--- config.mk ---
export PLATFORM = sky130hd
export DESIGN_NAME = prog_freq_divider
export DESIGN_NICKNAME = d
export VERILOG_FILES = /design/src/rtl/freq_div_pkg.sv /design/src/rtl/div_counter_core.sv /design/src/rtl/prog_freq_divider.sv
export SDC_FILE = /design/constraint.sdc
export NUM_CORES = 1
export LEC_CHECK = 0
export ABC_CLOCK_PERIOD_IN_PS = 4840
export CORE_MARGIN = 5
export CORE_UTILIZATION = 57
export CTS_BUF_LIST = sky130_fd_sc_hd__clkbuf_8
export DETAILED_ROUTE_END_ITERATION = 10
export GPL_TIMING_DRIVEN = 0
export PLACE_DENSITY = 0.88
export SETUP_SLACK_MARGIN = 0.3
export SYNTH_ARGS = -nofsm -noshare
export SYNTH_HDL_FRONTEND = slang
export SYNTH_SLANG_ARGS = --single-unit
--- constraint.sdc ---
create_clock -name clk -period 4.84 [get_ports clk]
set_input_delay 0.484 -clock clk [delete_from_list [all_inputs] [get_ports clk]]
set_output_delay 0.484 -clock clk [all_outputs]
set_load 0.01 [all_outputs]
--- src/rtl/freq_div_pkg.sv ---
// Shared mode encoding and limits for the programmable frequency divider.
// No logic, no latency.
// No flow control; constants only.
package freq_div_pkg;

    typedef enum logic {
        MODE_PULSE  = 1'b0,
        MODE_SQUARE = 1'b1
    } div_mode_e;

    localparam int MIN_DIV = 2;

endpackage

--- src/rtl/div_counter_core.sv ---
// Period counter: wrap detect, terminal-count pulse and clk_out shaping.
// clk_out/tc are registered, one cycle after the counter state that causes them.
// No backpressure; en=0 freezes the counter, clr forces a fresh period start.
module div_counter_core
    import freq_div_pkg::*;
#(
    parameter int WIDTH = 8
) (
    input  logic             clk,
    input  logic             rst,
    input  logic             en,
    input  logic             clr,
    input  logic [WIDTH-1:0] div,
    input  logic             mode,
    output logic             wrap,
    output logic             clk_out,
    output logic             tc
);

    localparam logic [WIDTH-1:0] ONE   = WIDTH'(1);
    localparam logic [WIDTH:0]   ONE_W = (WIDTH+1)'(1);

    logic [WIDTH-1:0] cnt_q, cnt_d;
    logic             clk_out_q, clk_out_d;
    logic             tc_q, tc_d;
    logic [WIDTH:0]   half_n;

    always_comb begin
        // ceil(N/2) needs the extra bit so N = 2^WIDTH-1 does not overflow.
        half_n    = ({1'b0, div} + ONE_W) >> 1;
        wrap      = en && (cnt_q == (div - ONE));
        cnt_d     = cnt_q;
        clk_out_d = clk_out_q;
        tc_d      = 1'b0;
        if (clr) begin
            cnt_d     = '0;
            clk_out_d = 1'b0;
        end else if (en) begin
            cnt_d = wrap ? '0 : (cnt_q + ONE);
            tc_d  = wrap;
            if (mode == MODE_SQUARE) begin
                clk_out_d = ({1'b0, cnt_d} < half_n);
            end else begin
                clk_out_d = wrap;
            end
        end
    end

    always_ff @(posedge clk or negedge rst) begin
        if (!rst) begin
            cnt_q     <= '0;
            clk_out_q <= 1'b0;
            tc_q      <= 1'b0;
        end else begin
            cnt_q     <= cnt_d;
            clk_out_q <= clk_out_d;
            tc_q      <= tc_d;
        end
    end

    assign clk_out = clk_out_q;
    assign tc      = tc_q;

endmodule

--- src/rtl/prog_freq_divider.sv ---
// Runtime-programmable clock divider with shadowed ratio/mode, applied at period boundaries.
// load_ack/load_err one cycle after load; new ratio takes effect after the current period.
// No backpressure; later loads overwrite an unapplied one, en=0 freezes the output.
module prog_freq_divider
    import freq_div_pkg::*;
#(
    parameter int WIDTH       = 8,
    parameter int DEFAULT_DIV = 2
) (
    input  logic             clk,
    input  logic             rst,
    input  logic             en,
    input  logic [WIDTH-1:0] div_val,
    input  logic             mode,
    input  logic             load,
    output logic             load_ack,
    output logic             load_err,
    output logic             clk_out,
    output logic             tc,
    output logic [WIDTH-1:0] cur_div
);

    localparam logic [WIDTH-1:0] DEF_DIV   = WIDTH'(DEFAULT_DIV);
    localparam logic [WIDTH-1:0] MIN_DIV_W = WIDTH'(MIN_DIV);

    logic [WIDTH-1:0] active_div_q, active_div_d;
    div_mode_e        active_mode_q, active_mode_d;
    logic [WIDTH-1:0] pend_div_q, pend_div_d;
    div_mode_e        pend_mode_q, pend_mode_d;
    logic             pend_valid_q, pend_valid_d;
    logic             load_ack_q, load_ack_d;
    logic             load_err_q, load_err_d;

    logic             wrap;
    logic             apply;
    logic             clr;
    logic             legal;

    always_comb begin
        legal = (div_val >= MIN_DIV_W);
        // While stopped there is no period to protect, so a pending request lands immediately.
        apply = pend_valid_q && (wrap || !en);
        clr   = pend_valid_q && !en;

        active_div_d  = active_div_q;
        active_mode_d = active_mode_q;
        pend_div_d    = pend_div_q;
        pend_mode_d   = pend_mode_q;
        pend_valid_d  = pend_valid_q;
        load_ack_d    = load && legal;
        load_err_d    = load && !legal;

        if (apply) begin
            active_div_d  = pend_div_q;
            active_mode_d = pend_mode_q;
            pend_valid_d  = 1'b0;
        end
        // A load on the applying edge becomes the next pending request.
        if (load_ack_d) begin
            pend_div_d   = div_val;
            pend_mode_d  = div_mode_e'(mode);
            pend_valid_d = 1'b1;
        end
    end

    always_ff @(posedge clk or negedge rst) begin
        if (!rst) begin
            active_div_q  <= DEF_DIV;
            active_mode_q <= MODE_SQUARE;
            pend_div_q    <= DEF_DIV;
            pend_mode_q   <= MODE_SQUARE;
            pend_valid_q  <= 1'b0;
            load_ack_q    <= 1'b0;
            load_err_q    <= 1'b0;
        end else begin
            active_div_q  <= active_div_d;
            active_mode_q <= active_mode_d;
            pend_div_q    <= pend_div_d;
            pend_mode_q   <= pend_mode_d;
            pend_valid_q  <= pend_valid_d;
            load_ack_q    <= load_ack_d;
            load_err_q    <= load_err_d;
        end
    end

    div_counter_core #(
        .WIDTH (WIDTH)
    ) u_core (
        .clk     (clk),
        .rst     (rst),
        .en      (en),
        .clr     (clr),
        .div     (active_div_q),
        .mode    (active_mode_q),
        .wrap    (wrap),
        .clk_out (clk_out),
        .tc      (tc)
    );

    assign load_ack = load_ack_q;
    assign load_err = load_err_q;
    assign cur_div  = active_div_q;

endmodule
==> run summary <==
R2R Setup Slk - 880 ps
sequential cell fraction of total power - 0.399
Syn Inst Count - 200
outcome - complete, no violations
area share of fa/ha/maj cells after synthesis - 0.0669
RSZ-0062 raised after global routing - no
PwrDens - 375 mW/mm^2
max_cap viols - 0
Max transition margin - 0.457
Distinct cells, synth - 35
CP Capture Type - register
Starting Density - 0.602
Worst IR Drop VDD - 0.254 mV
CTS tree - built
vias per inst - 5.54
crit path DAT - 4190 ps
Area growth, synth to finish - 19.5%
number of synthesized flops with an enable pin - 0
Post-Place Cell Area - 0.00215 sq mm
complex-gate fraction of the synthesized area - 0.0991
Syn Nets - 223
Setup-failing EPs final - 0
kind of critical path - reg -> reg
Post-CTS Hold Buffers - 0
final hold vios - 0
final period utilization - 0.818
Worst-path clk slew - 70 ps
path depth of the worst reg2reg path - 14
Routed Antenna Nets - 0
Synth Area in Simple Gates - 0.228
ANT cells - 0
num rows - 20
Worst setup SP type - register
GP Congestion - 0.898
Async SR Flop Fraction - 1.00
post-synthesis cell area - 0.00187 sq mm
Die Wd - 67.3 microns
CTS Buf Count - 5
Syn Area/Cell - 9.35 sq um
clock latency on the worst-skew pair - 290 ps
Synth Area in XOR/XNOR - 0.0843
post-CTS setup buffers - 0
RR Startpoint - cur_div[0]$_DFFE_PN0P_
vias - 1523
Post-Place Worst Slack - 908 ps
reg2reg end - u_core.clk_out$_DFFE_PN0P_
first-pass detailed-route iteration total - 4
largest net degree at the start of global routing - 32
wirelength, routed - 3870 microns
Tmin final - 3960 ps
detailed-route DRC error count - 0
core area - 0.00310 sq mm
setup TNS - 0 ps
largest family of logic cells by synthesized area - simple AND/OR/NAND/NOR gates
Internal - 545 uW
switching power - 294 uW
clock group share of total power - 0.240
vias in the first global route - 1612
HP Class - in -> async
post-route setup slack - 881 ps
number of synthesized register bits - 31
CP Data Required Time - 5070 ps
PortBufs - 23
IO Count - 25
global router's overall resource usage - 0.206
Fin Clk Skew - 3.57 ps
Post-synth top flop - dfrtp_1
Seq/Total Area, Yosys - 0.418
Max Buffers Root-to-Sink - 2
Leak - 1.07 nW
CTS root buf - clkbuf_8
mux share of post-synthesis cell area - 0.0723
H-tree depth - 2
Synth Warn # - 0
clk sinks - 31
GRT Residual Overflow - 0
Comb power frac - 0.361
Routed WL per cell - 14.1 microns
initial antenna violation count - 0
Switching Fraction - 0.351
share of cells above drive strength 1 - 0.126
post-CTS resize count - 0
Die Area - 0.00452 sq mm
Final Net Count - 253
die height - 67.3 microns
Starting DRT DRC Count - 65
crit-path max FO - 9
global-route wire length before repair - 6960 microns
post-route cell area - 0.00223 sq mm
Worst-Margin Slew - 808 ps
Slew Viols, Final - 0
HPWL after detailed placement - 2870 microns
Highest Clock Rate - 253 MHz
==> worst max path at each step <==
stage / start / to / depth (start not counted)
after floorplan: cur_div[0]$_DFFE_PN0P_ / u_core.clk_out$_DFFE_PN0P_ / 14
after global placement: cur_div[0]$_DFFE_PN0P_ / u_core.clk_out$_DFFE_PN0P_ / 14
after detailed placement: cur_div[0]$_DFFE_PN0P_ / u_core.clk_out$_DFFE_PN0P_ / 14
after CTS: cur_div[0]$_DFFE_PN0P_ / u_core.clk_out$_DFFE_PN0P_ / 14
after global routing: cur_div[0]$_DFFE_PN0P_ / u_core.clk_out$_DFFE_PN0P_ / 14
final: cur_div[0]$_DFFE_PN0P_ / u_core.clk_out$_DFFE_PN0P_ / 14
==> worst max-delay path, stage by stage, from the launching register on <==
cell,delay [ps]
dfrtp_1,370
clkbuf_1,290
inv_1,110
ha_1,280
or3_1,380
a31o_1,270
nor4_2,730
a21oi_1,100
ha_1,330
a21o_1,180
a21o_1,180
a211o_1,320
nor3_1,210
o21ai_1,80
nand2_1,90
==> synth_stat cells (2+ instances only) <==
cell / number / area share
and3_1: 5 / 0.017
clkbuf_1: 4 / 0.0080
a21o_1: 4 / 0.016
inv_1: 6 / 0.012
dfrtp_1: 27 / 0.36
nand2_1: 41 / 0.082
nand2b_1: 2 / 0.0067
dfstp_2: 4 / 0.056
a21oi_1: 8 / 0.021
o21ai_0: 10 / 0.027
xor2_1: 9 / 0.042
nor2b_1: 3 / 0.010
nor3_1: 6 / 0.016
nand4_1: 2 / 0.0067
ha_1: 10 / 0.067
nor2_1: 16 / 0.032
nand3_1: 7 / 0.019
mux2_4: 9 / 0.072
nor4_2: 2 / 0.013
buf_2: 2 / 0.0054
xnor2_1: 9 / 0.042
==> layer usage <==
| layer | up-vias | GRT usage | share of wire |
|---|---|---|---|
| met4 | 0 | 0.109 | 0.025 |
| met1 | 727 | 0.231 | 0.43 |
| li1 | 742 | - | - |
| met3 | 12 | 0.0449 | 0.055 |
| met2 | 42 | 0.363 | 0.49 |
| met5 | - | 0 | 0 |
==> power groups by stage <==
stage | logic, mW | clock network (mW) | registers (mW)
after floorplan | 0.200 | 0 | 0.339
after global placement | 0.293 | 0 | 0.337
after detailed placement | 0.303 | 0 | 0.339
after CTS | 0.306 | 0.203 | 0.335
after global routing | 0.339 | 0.214 | 0.342
final | 0.303 | 0.201 | 0.335
==> sequential cells by signal, indices dropped and copies added, names as in the netlist <==
register / cells
u_core.cnt_q: 8
u_core.tc: 1
load_err: 1
u_core.clk_out: 1
active_mode_q: 1
pend_valid_q: 1
cur_div: 8
load_ack: 1
pend_div_q: 8
pend_mode_q: 1
==> layout make-up <==
type | count | area (sq um)
Timing Repair Buffer | 23 | 225
Tap cell | 44 | 55.1
Sequential cell | 31 | 781
Multi-Input combinational cell | 156 | 1030
Buffer | 7 | 36.3
Clock buffer | 5 | 68.8
Inverter | 6 | 22.5
Clock inverter | 3 | 16.3
Fill cell | 270 | 868
==> cell usage in the layout, fill, tap and decap left out <==
cell type	n
inv_1	7
o21ai_0	10
and3b_1	1
o31ai_4	1
and3_1	5
o21ai_1	1
nand4b_1	1
nand4_1	2
a21oi_1	8
a21o_1	4
nor4_2	2
a211o_1	1
a31o_1	1
dfrtp_1	27
mux2_4	9
nand2_1	41
or3_1	1
nand2b_1	2
clkinv_2	1
o22ai_1	1
clkinvlp_4	1
nand2_4	1
a31oi_1	1
a22o_1	1
or2_2	1
dfstp_2	4
xnor2_1	9
nor2_1	16
nor4_1	1
buf_6	1
xor2_1	9
buf_2	3
ha_1	10
clkbuf_8	5
clkbuf_1	4
clkdlybuf4s50_1	22
nor3_1	6
nand3_1	7
nor2b_1	3
==> logic make-up (layout without fill, tap and decap cells) <==
family / after synthesis / in the layout
xor gates and xnor gates: 18 / 18
buffers and inverters: 13 / 44
muxes: 9 / 9
and+or+nand+nor: 90 / 90
adders and majority gates: 10 / 10
AOI/OAI and AO/OA: 29 / 29
DFF: 31 / 31
==> per-stage QoR <==
| stage | util | std cells | power [mW] | hold WS, ps |
|---|---|---|---|---|
| floorplan | - | 200 | 0.540 | 188 |
| global placement | 0.694 | 267 | 0.630 | 447 |
| detailed placement | 0.694 | 267 | 0.641 | 451 |
| CTS | 0.722 | 275 | 0.844 | 462 |
| global route | 0.720 | 275 | 0.895 | 296 |
| finish | 0.720 | 275 | 0.839 | 227 |
No activity file was read; power rests on OpenSTA's default activity.
